File: config.mk
export PLATFORM = sky130hd
export DESIGN_NAME = mem_ctrl
export DESIGN_NICKNAME = d
export VERILOG_FILES = /design/src/rtl/mem_ctrl_pkg.sv /design/src/rtl/mem_ctrl_ext.sv /design/src/rtl/mem_ctrl.sv
export SDC_FILE = /design/constraint.sdc
export NUM_CORES = 1
export LEC_CHECK = 0
export ABC_AREA = 1
export BUFFER_PORTS_ARGS = -buffer_cell sky130_fd_sc_hd__buf_2
export CAP_MARGIN = 10
export CORE_ASPECT_RATIO = 1.25
export CORE_MARGIN = 3
export CORE_UTILIZATION = 50
export CTS_CLUSTER_SIZE = 16
export DETAILED_ROUTE_END_ITERATION = 12
export HOLD_SLACK_MARGIN = 0.12
export PLACE_DENSITY_LB_ADDON = 0.25
export SYNTH_ARGS = -nofsm -noshare
export SYNTH_HDL_FRONTEND = slang
export SYNTH_SLANG_ARGS = --single-unit
File: constraint.sdc
create_clock -name clk -period 2.2 [get_ports clk]
set_input_delay 0.44 -clock clk [delete_from_list [all_inputs] [get_ports clk]]
set_output_delay 0.44 -clock clk [all_outputs]
set_load 0.01 [all_outputs]
File: src/rtl/mem_ctrl_pkg.sv
// mem_ctrl_pkg: shared types, encodings and byte helpers for the byte-wide
// RAM sequencer. Optional round-robin arbitration is selected in mem_ctrl
// by the macro MEM_CTRL_RR_ARB_EN.
package mem_ctrl_pkg;

    // Access size selector driven by the MEM stage
    typedef logic [1:0] mem_sel_t;
    localparam mem_sel_t MEM_BYTE = 2'b00;
    localparam mem_sel_t MEM_HALF = 2'b01;
    localparam mem_sel_t MEM_WORD = 2'b10;

    // Sequencer states (3-bit encoding)
    typedef enum logic [2:0] {
        IDLE   = 3'd0,
        IF_RD  = 3'd1,
        MEM_RD = 3'd2,
        MEM_WR = 3'd3,
        DONE   = 3'd4
    } state_e;

    localparam logic [31:0] ZERO_WORD  = 32'h0000_0000;
    localparam logic [7:0]  ZERO_BYTE  = 8'h00;
    localparam logic        RST_ENABLE = 1'b1;

    // Identity of the last winner of a contested grant
    localparam logic GRANT_IF  = 1'b0;
    localparam logic GRANT_MEM = 1'b1;

    // Number of RAM bytes moved for a MEM access of the given size
    function automatic logic [2:0] sel_nbytes(input mem_sel_t sel);
        case (sel)
            MEM_BYTE: return 3'd1;
            MEM_HALF: return 3'd2;
            default:  return 3'd4;
        endcase
    endfunction

    // Little-endian byte lane extract
    function automatic logic [7:0] get_byte(input logic [31:0] w, input logic [1:0] idx);
        return w[8*idx +: 8];
    endfunction

    // Little-endian byte lane insert
    function automatic logic [31:0] set_byte(input logic [31:0] w, input logic [1:0] idx,
                                             input logic [7:0] b);
        logic [31:0] r;
        r = w;
        r[8*idx +: 8] = b;
        return r;
    endfunction

endpackage

File: src/rtl/mem_ctrl_ext.sv
// mem_ctrl_ext: combinational sign/zero extender for byte, half and word
// loads. Only the low bytes selected by sel_i are meaningful on data_i.
module mem_ctrl_ext
    import mem_ctrl_pkg::*;
#(
    parameter int DATA_W = 32
) (
    input  logic [DATA_W-1:0] data_i,
    input  logic [1:0]        sel_i,
    input  logic              sign_i,
    output logic [DATA_W-1:0] data_o
);

    // Replicate the top bit of the loaded size, or zero-fill
    always_comb begin
        data_o = data_i;
        case (sel_i)
            MEM_BYTE: data_o = {{(DATA_W-8){sign_i & data_i[7]}}, data_i[7:0]};
            MEM_HALF: data_o = {{(DATA_W-16){sign_i & data_i[15]}}, data_i[15:0]};
            default:  data_o = data_i;
        endcase
    end

endmodule

File: src/rtl/mem_ctrl.sv
// mem_ctrl: arbiter and byte sequencer for the single byte-wide RAM port
// shared by instruction fetch and the MEM stage. All RAM-side and result
// outputs are registered. Define MEM_CTRL_RR_ARB_EN for round-robin
// arbitration on contested grants; otherwise MEM always beats IF.
//
// Handshake: if_req / mem_req are levels held until the matching done pulse;
// the requester drops req in the done cycle, since the sequencer samples
// requests again in the IDLE cycle that follows DONE.
module mem_ctrl
    import mem_ctrl_pkg::*;
#(
    parameter int ADDR_W = 32,
    parameter int DATA_W = 32
) (
    input  logic              clk,
    input  logic              rst,
    input  logic              if_req,
    input  logic [ADDR_W-1:0] if_addr,
    input  logic              if_flush,
    output logic              if_done,
    output logic [DATA_W-1:0] if_inst,
    input  logic              mem_req,
    input  logic              mem_we,
    input  logic [1:0]        mem_sel,
    input  logic              mem_load_sign,
    input  logic [ADDR_W-1:0] mem_addr,
    input  logic [DATA_W-1:0] mem_wdata,
    output logic              mem_done,
    output logic [DATA_W-1:0] mem_rdata,
    input  logic [7:0]        ram_din,
    output logic [ADDR_W-1:0] ram_addr,
    output logic [7:0]        ram_dout,
    output logic              ram_we,
    output logic              busy
);

    state_e            state_q, state_d;
    logic [2:0]        cnt_q, cnt_d;        // cycle index within the access, minus one
    logic [2:0]        nbytes_q, nbytes_d;
    logic [ADDR_W-1:0] base_q, base_d;
    logic [DATA_W-1:0] wdata_q, wdata_d;
    mem_sel_t          sel_q, sel_d;
    logic              sign_q, sign_d;
    logic              flushed_q, flushed_d;
    logic [DATA_W-1:0] buf_q, buf_d;
    logic              if_done_q, if_done_d;
    logic              mem_done_q, mem_done_d;
    logic [DATA_W-1:0] if_inst_q, if_inst_d;
    logic [DATA_W-1:0] mem_rdata_q, mem_rdata_d;
    logic [ADDR_W-1:0] ram_addr_q, ram_addr_d;
    logic [7:0]        ram_dout_q, ram_dout_d;
    logic              ram_we_q, ram_we_d;
    logic              busy_q, busy_d;
    logic [2:0]        cnt_m1;
    logic [DATA_W-1:0] ext_data;
    logic              if_eff, grant_mem, grant_if;

    // Flush in IDLE masks the fetch request before arbitration
    assign if_eff = if_req & ~if_flush;

`ifdef MEM_CTRL_RR_ARB_EN
    logic last_grant_q, last_grant_d;
    logic contested;

    // Contested grant goes to whichever port lost the previous contest
    always_comb begin
        contested    = mem_req & if_eff;
        grant_mem    = (state_q == IDLE) & mem_req & (~contested | (last_grant_q == GRANT_IF));
        grant_if     = (state_q == IDLE) & if_eff & ~grant_mem;
        last_grant_d = last_grant_q;
        if ((state_q == IDLE) && contested) begin
            last_grant_d = grant_mem ? GRANT_MEM : GRANT_IF;
        end
    end

    // Round-robin history register
    always_ff @(posedge clk) begin
        if (rst == RST_ENABLE) begin
            last_grant_q <= GRANT_IF;
        end else begin
            last_grant_q <= last_grant_d;
        end
    end
`else
    // Fixed priority: MEM beats IF
    always_comb begin
        grant_mem = (state_q == IDLE) & mem_req;
        grant_if  = (state_q == IDLE) & if_eff & ~mem_req;
    end
`endif

    assign cnt_m1 = cnt_q - 3'd1;

    mem_ctrl_ext #(.DATA_W(DATA_W)) u_ext (
        .data_i (buf_d),
        .sel_i  (sel_q),
        .sign_i (sign_q),
        .data_o (ext_data)
    );

    // Next-state, byte sequencing and registered output values
    always_comb begin
        state_d     = state_q;
        cnt_d       = cnt_q;
        nbytes_d    = nbytes_q;
        base_d      = base_q;
        wdata_d     = wdata_q;
        sel_d       = sel_q;
        sign_d      = sign_q;
        flushed_d   = flushed_q;
        buf_d       = buf_q;
        if_done_d   = 1'b0;
        mem_done_d  = 1'b0;
        if_inst_d   = if_inst_q;
        mem_rdata_d = mem_rdata_q;
        ram_addr_d  = ram_addr_q;
        ram_dout_d  = ram_dout_q;
        ram_we_d    = 1'b0;

        case (state_q)
            IDLE: begin
                if (grant_mem) begin
                    cnt_d      = 3'd0;
                    nbytes_d   = sel_nbytes(mem_sel);
                    base_d     = mem_addr;
                    wdata_d    = mem_wdata;
                    sel_d      = mem_sel;
                    sign_d     = mem_load_sign;
                    flushed_d  = 1'b0;
                    ram_addr_d = mem_addr;
                    if (mem_we) begin
                        state_d    = MEM_WR;
                        ram_we_d   = 1'b1;
                        ram_dout_d = get_byte(mem_wdata, 2'd0);
                    end else begin
                        state_d = MEM_RD;
                    end
                end else if (grant_if) begin
                    state_d    = IF_RD;
                    cnt_d      = 3'd0;
                    nbytes_d   = 3'd4;
                    base_d     = if_addr;
                    flushed_d  = 1'b0;
                    ram_addr_d = if_addr;
                end
            end
            IF_RD, MEM_RD: begin
                cnt_d = cnt_q + 3'd1;
                // ram_din carries the byte addressed one cycle earlier
                if (cnt_q != 3'd0) begin
                    buf_d = set_byte(buf_q, cnt_m1[1:0], ram_din);
                end
                if (state_q == IF_RD) begin
                    flushed_d = flushed_q | if_flush;
                end
                if (cnt_d < nbytes_q) begin
                    ram_addr_d = base_q + ADDR_W'(cnt_d);
                end
                if (cnt_q == nbytes_q) begin
                    if (state_q == IF_RD) begin
                        if (flushed_q || if_flush) begin
                            state_d = IDLE;
                        end else begin
                            state_d   = DONE;
                            if_done_d = 1'b1;
                            if_inst_d = buf_d;
                        end
                    end else begin
                        state_d     = DONE;
                        mem_done_d  = 1'b1;
                        mem_rdata_d = ext_data;
                    end
                end
            end
            MEM_WR: begin
                cnt_d = cnt_q + 3'd1;
                if (cnt_d < nbytes_q) begin
                    ram_addr_d = base_q + ADDR_W'(cnt_d);
                    ram_dout_d = get_byte(wdata_q, cnt_d[1:0]);
                    ram_we_d   = 1'b1;
                end else begin
                    state_d    = DONE;
                    mem_done_d = 1'b1;
                end
            end
            DONE: begin
                state_d = IDLE;
            end
            default: begin
                state_d = IDLE;
            end
        endcase

        busy_d = (state_d != IDLE);
    end

    // State, access context and output registers
    always_ff @(posedge clk) begin
        if (rst == RST_ENABLE) begin
            state_q     <= IDLE;
            cnt_q       <= 3'd0;
            nbytes_q    <= 3'd0;
            base_q      <= '0;
            wdata_q     <= '0;
            sel_q       <= MEM_BYTE;
            sign_q      <= 1'b0;
            flushed_q   <= 1'b0;
            buf_q       <= ZERO_WORD;
            if_done_q   <= 1'b0;
            mem_done_q  <= 1'b0;
            if_inst_q   <= '0;
            mem_rdata_q <= '0;
            ram_addr_q  <= '0;
            ram_dout_q  <= ZERO_BYTE;
            ram_we_q    <= 1'b0;
            busy_q      <= 1'b0;
        end else begin
            state_q     <= state_d;
            cnt_q       <= cnt_d;
            nbytes_q    <= nbytes_d;
            base_q      <= base_d;
            wdata_q     <= wdata_d;
            sel_q       <= sel_d;
            sign_q      <= sign_d;
            flushed_q   <= flushed_d;
            buf_q       <= buf_d;
            if_done_q   <= if_done_d;
            mem_done_q  <= mem_done_d;
            if_inst_q   <= if_inst_d;
            mem_rdata_q <= mem_rdata_d;
            ram_addr_q  <= ram_addr_d;
            ram_dout_q  <= ram_dout_d;
            ram_we_q    <= ram_we_d;
            busy_q      <= busy_d;
        end
    end

    assign if_done   = if_done_q;
    assign if_inst   = if_inst_q;
    assign mem_done  = mem_done_q;
    assign mem_rdata = mem_rdata_q;
    assign ram_addr  = ram_addr_q;
    assign ram_dout  = ram_dout_q;
    assign ram_we    = ram_we_q;
    assign busy      = busy_q;

endmodule

==> run_results.csv, run 1 <==
group,metric,value,unit
run_status,status,"finished clean",
critical_path,worst-path-buf-inv,2,
synth,syn_area,10800,um2
synth,synth_top_flop_cell,"dfxtp_1",
global_route,grt_overflow_total,0,
synth,ys_seq_area_frac,0.4022,
cells_and_area,syn_to_final_growth,25.02,%
synth,ys_top_cells_by_count,"nand2_1, nor2_1, dfxtp_1, o21ai_0, inv_1",
critical_path,critPathLaunch,"cnt_q[1]",
timing,finalHoldViolCount,0,
power,peakVddDrop,0.7357,mV
synth,synth_nets,1751,
synth,ys.warnings.count,0,
cells_and_area,fin_nets,1971,
timing,setup-tns-final,0,ns
synth,synth.top_cell.area_share,0.4022,
critical_path,worstSetupPathType,"reg -> reg",
global_route,antenna_found_initial,2,
synth,synth_xor_area_frac,0.008108,
route,drc,0,
synth,synth_cell_type_count,35,
clock_network,cts-htree-levels,1,
placed_design,pre_cts_slack,-0.07275,ns
route,drt_pass1_iterations,5,
clock_network,clkTransAtPathRegs,0.06,ns
clock_network,cts_buffers,23,
timing,setup_viol,0,
synth,synth_area_leaders,"dfxtp_1, nand2_1, o21ai_0, nor2_1, a21oi_1",
route,vias,11352,
synth,synth_compound_area_frac,0.1988,
route,finalWirelength,33820,um
cells_and_area,final_cells,2137,
global_route,grt_pass1_vias,10513,
global_route,grt_pass1_wl,51780,um
critical_path,worstSetupEndpointType,"register",
die,start_util,0.5134,
die,rows,59,
critical_path,crit_family,"compound AO/OA/AOI/OAI gates",
synth,synth_cells,1626,
die,io-pin-count,221,
hold_path,hp-start,"mem_load_sign",
clock_network,cts.sinks,217,
clock_network,root_buffer,"clkbuf_16",
power,p_leak,6.170,nW
critical_path,r2r_start,"cnt_q[1]",
synth,synth.most_common_cell,"nand2_1",
timing,slew_headroom,0.4175,
route,drtAntennaViolNets,0,
placed_design,dpl.hpwl,24210,um
hold_path,holdCritPathClass,"in -> reg",
clock_network,cts_tree,"yes",
synth,synthAdderAreaFrac,0.01460,
synth,yosys-mux-area-fraction,0,
synth,yosys_register_bits,217,
synth,synth-simple-area-share,0.2817,
timing,worst_pin_slew,0.8738,ns
critical_path,cpPeakStageDelay,0.37,ns
timing,slew_viol_final,0,
route,wire_per_inst,15.83,um
cells_and_area,drive_above_1_share,0.2112,
critical_path,timing.critical_path.mode_cell,"ha_4",
placed_design,dpl.cell_count,2091,
critical_path,crit_path_max_fanout,12,
synth,synth_edf_count,0,
clock_network,clk_latency,0.52,ns
die,die_area,23410,um2
clock_network,cts-hold-fix-buffers,0,
clock_network,cts_max_path_buffers,3,
timing,fin_crit_sh,0.9718,
critical_path,cp.arrival,2.58,ns
placed_design,port_buffers,220,
critical_path,slowest_stage,"dfxtp_4",
critical_path,startpoint_type,"register",
timing,fmaxAchievable,467.7,MHz
timing,worst_slack,0.06206,ns
synth,synth_largest_area_cell,"dfxtp_1",
synth,synth_top_family_by_area,"simple AND/OR/NAND/NOR gates",
die,die_w,137.5,um
timing,period_needed,2.138,ns
die,core,21040,um2
die,die_height,170.3,um
power,power-per-cell-area,1014,nW/um2
critical_path,path_cells,"ha_4, xor2_4, ha_4, a21oi_2, o21ai_4, nand2_4, nand3_4, inv_6, clkbuf_16, o21ai_0, a21oi_1",
power,design_power_total,13.69,mW
global_route,grt_util_all_layers,0.2740,
critical_path,required,2.64,ns
global_route,grt_max_degree,67,
cells_and_area,utilization,0.6419,
placed_design,routabilityCongestion,0.9747,
route,drt_iter0_drc,661,
timing,rsz0062_at_grt,"true",
route,routed_via_density,5.312,
synth,synth_area_per_cell,6.643,um2
flow_run,cap_violations,0,
synth,async_flop_share,0,
timing,clock_skew,0.01774,ns
==> sequential cells by signal (all words and copies together) (netlist names) <==
signal	flops
base_q	32
buf_q	32
if_inst	32
mem_rdata	32
ram_addr	32
wdata_q	32
ram_dout	8
cnt_q	3
nbytes_q	3
state_q	3
sel_q	2
busy	1
flushed_q	1
if_done	1
mem_done	1
ram_we	1
sign_q	1
==> through the flow <==
step,cell area [um2],hold slack [ns]
2_1_floorplan,10820,0.4297
3_3_place_gp,12420,0.4393
3_5_place_dp,12420,0.4446
4_1_cts,13240,0.1960
5_1_grt,13500,0.2227
6_report,13500,0.2102
==> worst register-to-register path, cell delays in order (launching register included) <==
cell,delay (ns)
dfxtp_4,0.37
ha_4,0.18
xor2_4,0.24
ha_4,0.25
a21oi_2,0.18
o21ai_4,0.10
nand2_4,0.07
nand3_4,0.16
inv_6,0.14
clkbuf_16,0.18
o21ai_0,0.08
a21oi_1,0.13
==> final timing paths <==
check	depth (start not counted)	to	slack (ns)
setup / recovery	11	ram_addr[20]	0.06
hold / removal	3	sign_q	0.21
setup reg to reg	11	ram_addr[20]	0.06
hold reg to reg	2	wdata_q[20]	0.45
==> metal layers <==
metal	global-route usage	routed length (um)	vias to the layer above
li1	-	-	5693
met3	0.04140	2073	85
met1	0.3128	12930	5218
met5	0	0	-
met2	0.5038	17540	356
met4	0.1107	1277	0
==> logic make-up (layout without fill, tap and decap cells) <==
| kind of cell | after synthesis | after routing |
|---|---|---|
| DFF | 217 | 217 |
| and+or+nand+nor | 746 | 746 |
| buffers and inverters | 240 | 475 |
| xor gates and xnor gates | 10 | 10 |
| adders and majority gates | 12 | 12 |
| AOI/OAI and AO/OA | 401 | 401 |
| other | 0 | 2 |
==> power by group <==
| part | internal [mW] | total (mW) | switching, mW |
|---|---|---|---|
| registers | 4.66 | 5.10 | 0.438 |
| clock network | 2.50 | 4.11 | 1.60 |
| logic | 1.73 | 4.49 | 2.76 |
| total | 8.89 | 13.7 | 4.80 |
==> cell usage in the layout, fill, tap and decap left out, types with 4 or more instances in the layout <==
master       n
clkbuf_8     7
xor2_1       8
o211ai_1    33
o21ai_0    206
nand2_2      4
nand2_1    348
clkbuf_16   27
a21oi_1    114
nor2_4       8
ha_4         5
o21a_1       8
a21oi_2      5
nor2_1     279
buf_12      10
or2_2       14
nor2_2       5
buf_2      220
dfxtp_1    215
o21ai_1     12
o22ai_1     17
inv_1      139
buf_4       51
ha_1         6
inv_2        8
nand3_1     74
==> area by class of cell <==
type	instances	area, um2
antenna	2	5.005
clock buffer	32	679.4
clock inverter	8	125.1
fill	1976	7535
inverter	149	565.5
multi-input combinational	1169	5639
sequential	217	4352
tap	274	342.8
timing repair buffer	286	1795
==> repair_timing <==
action	in CTS	in global routing
gates resized for setup	8	41
endpoints found under the setup margin	35	80
gates cloned	0	4
buffers inserted	0	1
pin swaps	0	5
Note: power is estimated with default switching activity, not from simulation.
==> run 2, diff against run 1 <==
==> constraint.sdc (replaced) <==
create_clock -name clk -period 2.2 [get_ports clk]
set_input_delay 0.22 -clock clk [delete_from_list [all_inputs] [get_ports clk]]
set_output_delay 0.22 -clock clk [all_outputs]
set_load 0.01 [all_outputs]
==> run_results.csv, run 2 (synthesis gave the netlist of run 1 again) <==
group,metric,value,unit
run_status,status,"finished clean",
critical_path,cp.arrival,2.53,ns
timing,rsz0062_at_grt,"true",
route,drtAntennaViolNets,0,
critical_path,timing.critical_path.mode_cell,"nand2_1",
flow_run,cap_violations,0,
timing,slew_headroom,0.4143,
timing,clock_skew,0.01486,ns
cells_and_area,fin_area,13860,um2
placed_design,port_buffers,220,
timing,fin_crit_sh,0.9858,
die,die_area,23410,um2
power,peakVddDrop,0.6952,mV
route,drt_pass1_iterations,5,
timing,fmaxAchievable,461.1,MHz
die,io-pin-count,221,
cells_and_area,utilization,0.6588,
critical_path,worstSetupEndpointType,"register",
cells_and_area,layout_commonest_cell,"nand2_1",
global_route,grt_max_degree,91,
clock_network,clkTransAtPathRegs,0.06,ns
clock_network,root_buffer,"clkbuf_16",
cells_and_area,fin_nets,2013,
critical_path,r2r_slack,0.03,ns
critical_path,crit_family,"simple AND/OR/NAND/NOR gates",
critical_path,worst-path-buf-inv,1,
timing,worst_pin_slew,0.8786,ns
clock_network,cts_max_path_buffers,3,
critical_path,cpPeakStageDelay,0.34,ns
critical_path,startpoint_type,"register",
die,rows,59,
cells_and_area,drive_above_1_share,0.2017,
global_route,grt_pass1_wl,53040,um
cells_and_area,fill_cells,1925,
hold_path,holdCritPathClass,"in -> reg",
critical_path,crit_path_max_fanout,6,
power,power-per-cell-area,987.5,nW/um2
timing,setup_viol,0,
route,routed_via_density,5.269,
cells_and_area,final_cell_mix,"nand2_1, nor2_1, buf_2, dfxtp_1, o21ai_0",
placed_design,routabilityCongestion,0.9951,
power,design_power_total,13.69,mW
route,vias,11487,
global_route,grt_util_all_layers,0.2791,
critical_path,required,2.56,ns
timing,slew_viol_final,0,
clock_network,cts_tree,"yes",
route,wire_per_inst,15.40,um
clock_network,cts_buffers,23,
power,p_leak,6.327,nW
die,die_w,137.5,um
timing,period_needed,2.169,ns
die,start_util,0.5134,
die,core,21040,um2
timing,finalHoldViolCount,0,
timing,hold_slack,0.1250,ns
clock_network,clk_latency,0.53,ns
clock_network,cts.sinks,217,
critical_path,slowest_stage,"dfxtp_2",
cells_and_area,syn_to_final_growth,28.32,%
critical_path,worstSetupPathType,"reg -> reg",
placed_design,place_area,12360,um2
critical_path,path_cells,"ha_2, xor2_4, ha_4, nand2_1, nor2_2, nor2_4, nor2_1, buf_4, nand2_1, nand2_1, nand3_1, nand2_1, a21oi_1",
route,drc,0,
placed_design,dpl.hpwl,23710,um
global_route,antenna_found_initial,2,
die,die_height,170.3,um
global_route,grt_pass1_vias,11141,
global_route,grt_overflow_total,0,
route,drt_iter0_drc,675,
clock_network,cts-htree-levels,1,
route,finalWirelength,33580,um
run 2: per-stage QoR:
stage                     TNS (ns)  std cells  worst slack (ns)
after floorplan                  0       1626           0.03672
after global routing       -0.4194       2180          -0.06446
after detailed placement   -0.8230       2085           -0.1191
after global placement    -0.09092       2085          -0.01569
after CTS                 -0.05370       2178          -0.02102
final                            0       2180           0.03115
run 2: where the power goes:
group          total, mW  internal [mW]  switching (mW)
combinational       4.32           1.65            2.67
clock               4.28           2.67            1.61
sequential          5.09           4.66           0.429
run 2: area by class of cell:
class / instances / area [um2] / share of cell area
diodes: 2 / 5.005 / 0.0003611
well taps: 274 / 342.8 / 0.02473
flip-flops and latches: 217 / 4349 / 0.3138
repair buffers: 328 / 2162 / 0.1560
inverters: 149 / 563.0 / 0.04062
clock inverters: 8 / 155.1 / 0.01119
multi-input cells: 1169 / 5590 / 0.4033
clock buffers: 33 / 693.2 / 0.05001
run 2: worst register-to-register path, cell delays in order (launching register included):
cell and delay [ns]:
dfxtp_2 0.34, ha_2 0.21, xor2_4 0.18, ha_4 0.32
nand2_1 0.10, nor2_2 0.16, nor2_4 0.07, nor2_1 0.10
buf_4 0.14, nand2_1 0.07, nand2_1 0.08, nand3_1 0.09
nand2_1 0.09, a21oi_1 0.06
run 2: what timing repair did:
item | CTS | global route
pin swaps | 1 | 7
hold buffers | 52 | 0
resized for setup | 10 | 28
setup endpoints to repair | 25 | 76
endpoints found under the hold margin | 60 | 0
buffers inserted | 0 | 0
run 2: worst paths after layout:
check / cells past startpoint / from / end
worst max register to register: 13 / cnt_q[0] / ram_addr[27]
worst min-delay path: 5 / mem_addr[5] / base_q[5]
worst max-delay path: 13 / cnt_q[0] / ram_addr[27]
worst min register to register: 2 / wdata_q[24] / wdata_q[24]
run 2: per-layer routing:
layer / part of all wire / up-vias / global-route usage
li1: - / 5774 / -
met1: 0.39 / 5252 / 0.3132
met2: 0.51 / 367 / 0.5153
met3: 0.054 / 94 / 0.03726
met4: 0.045 / 0 / 0.1280
met5: 0 / - / 0
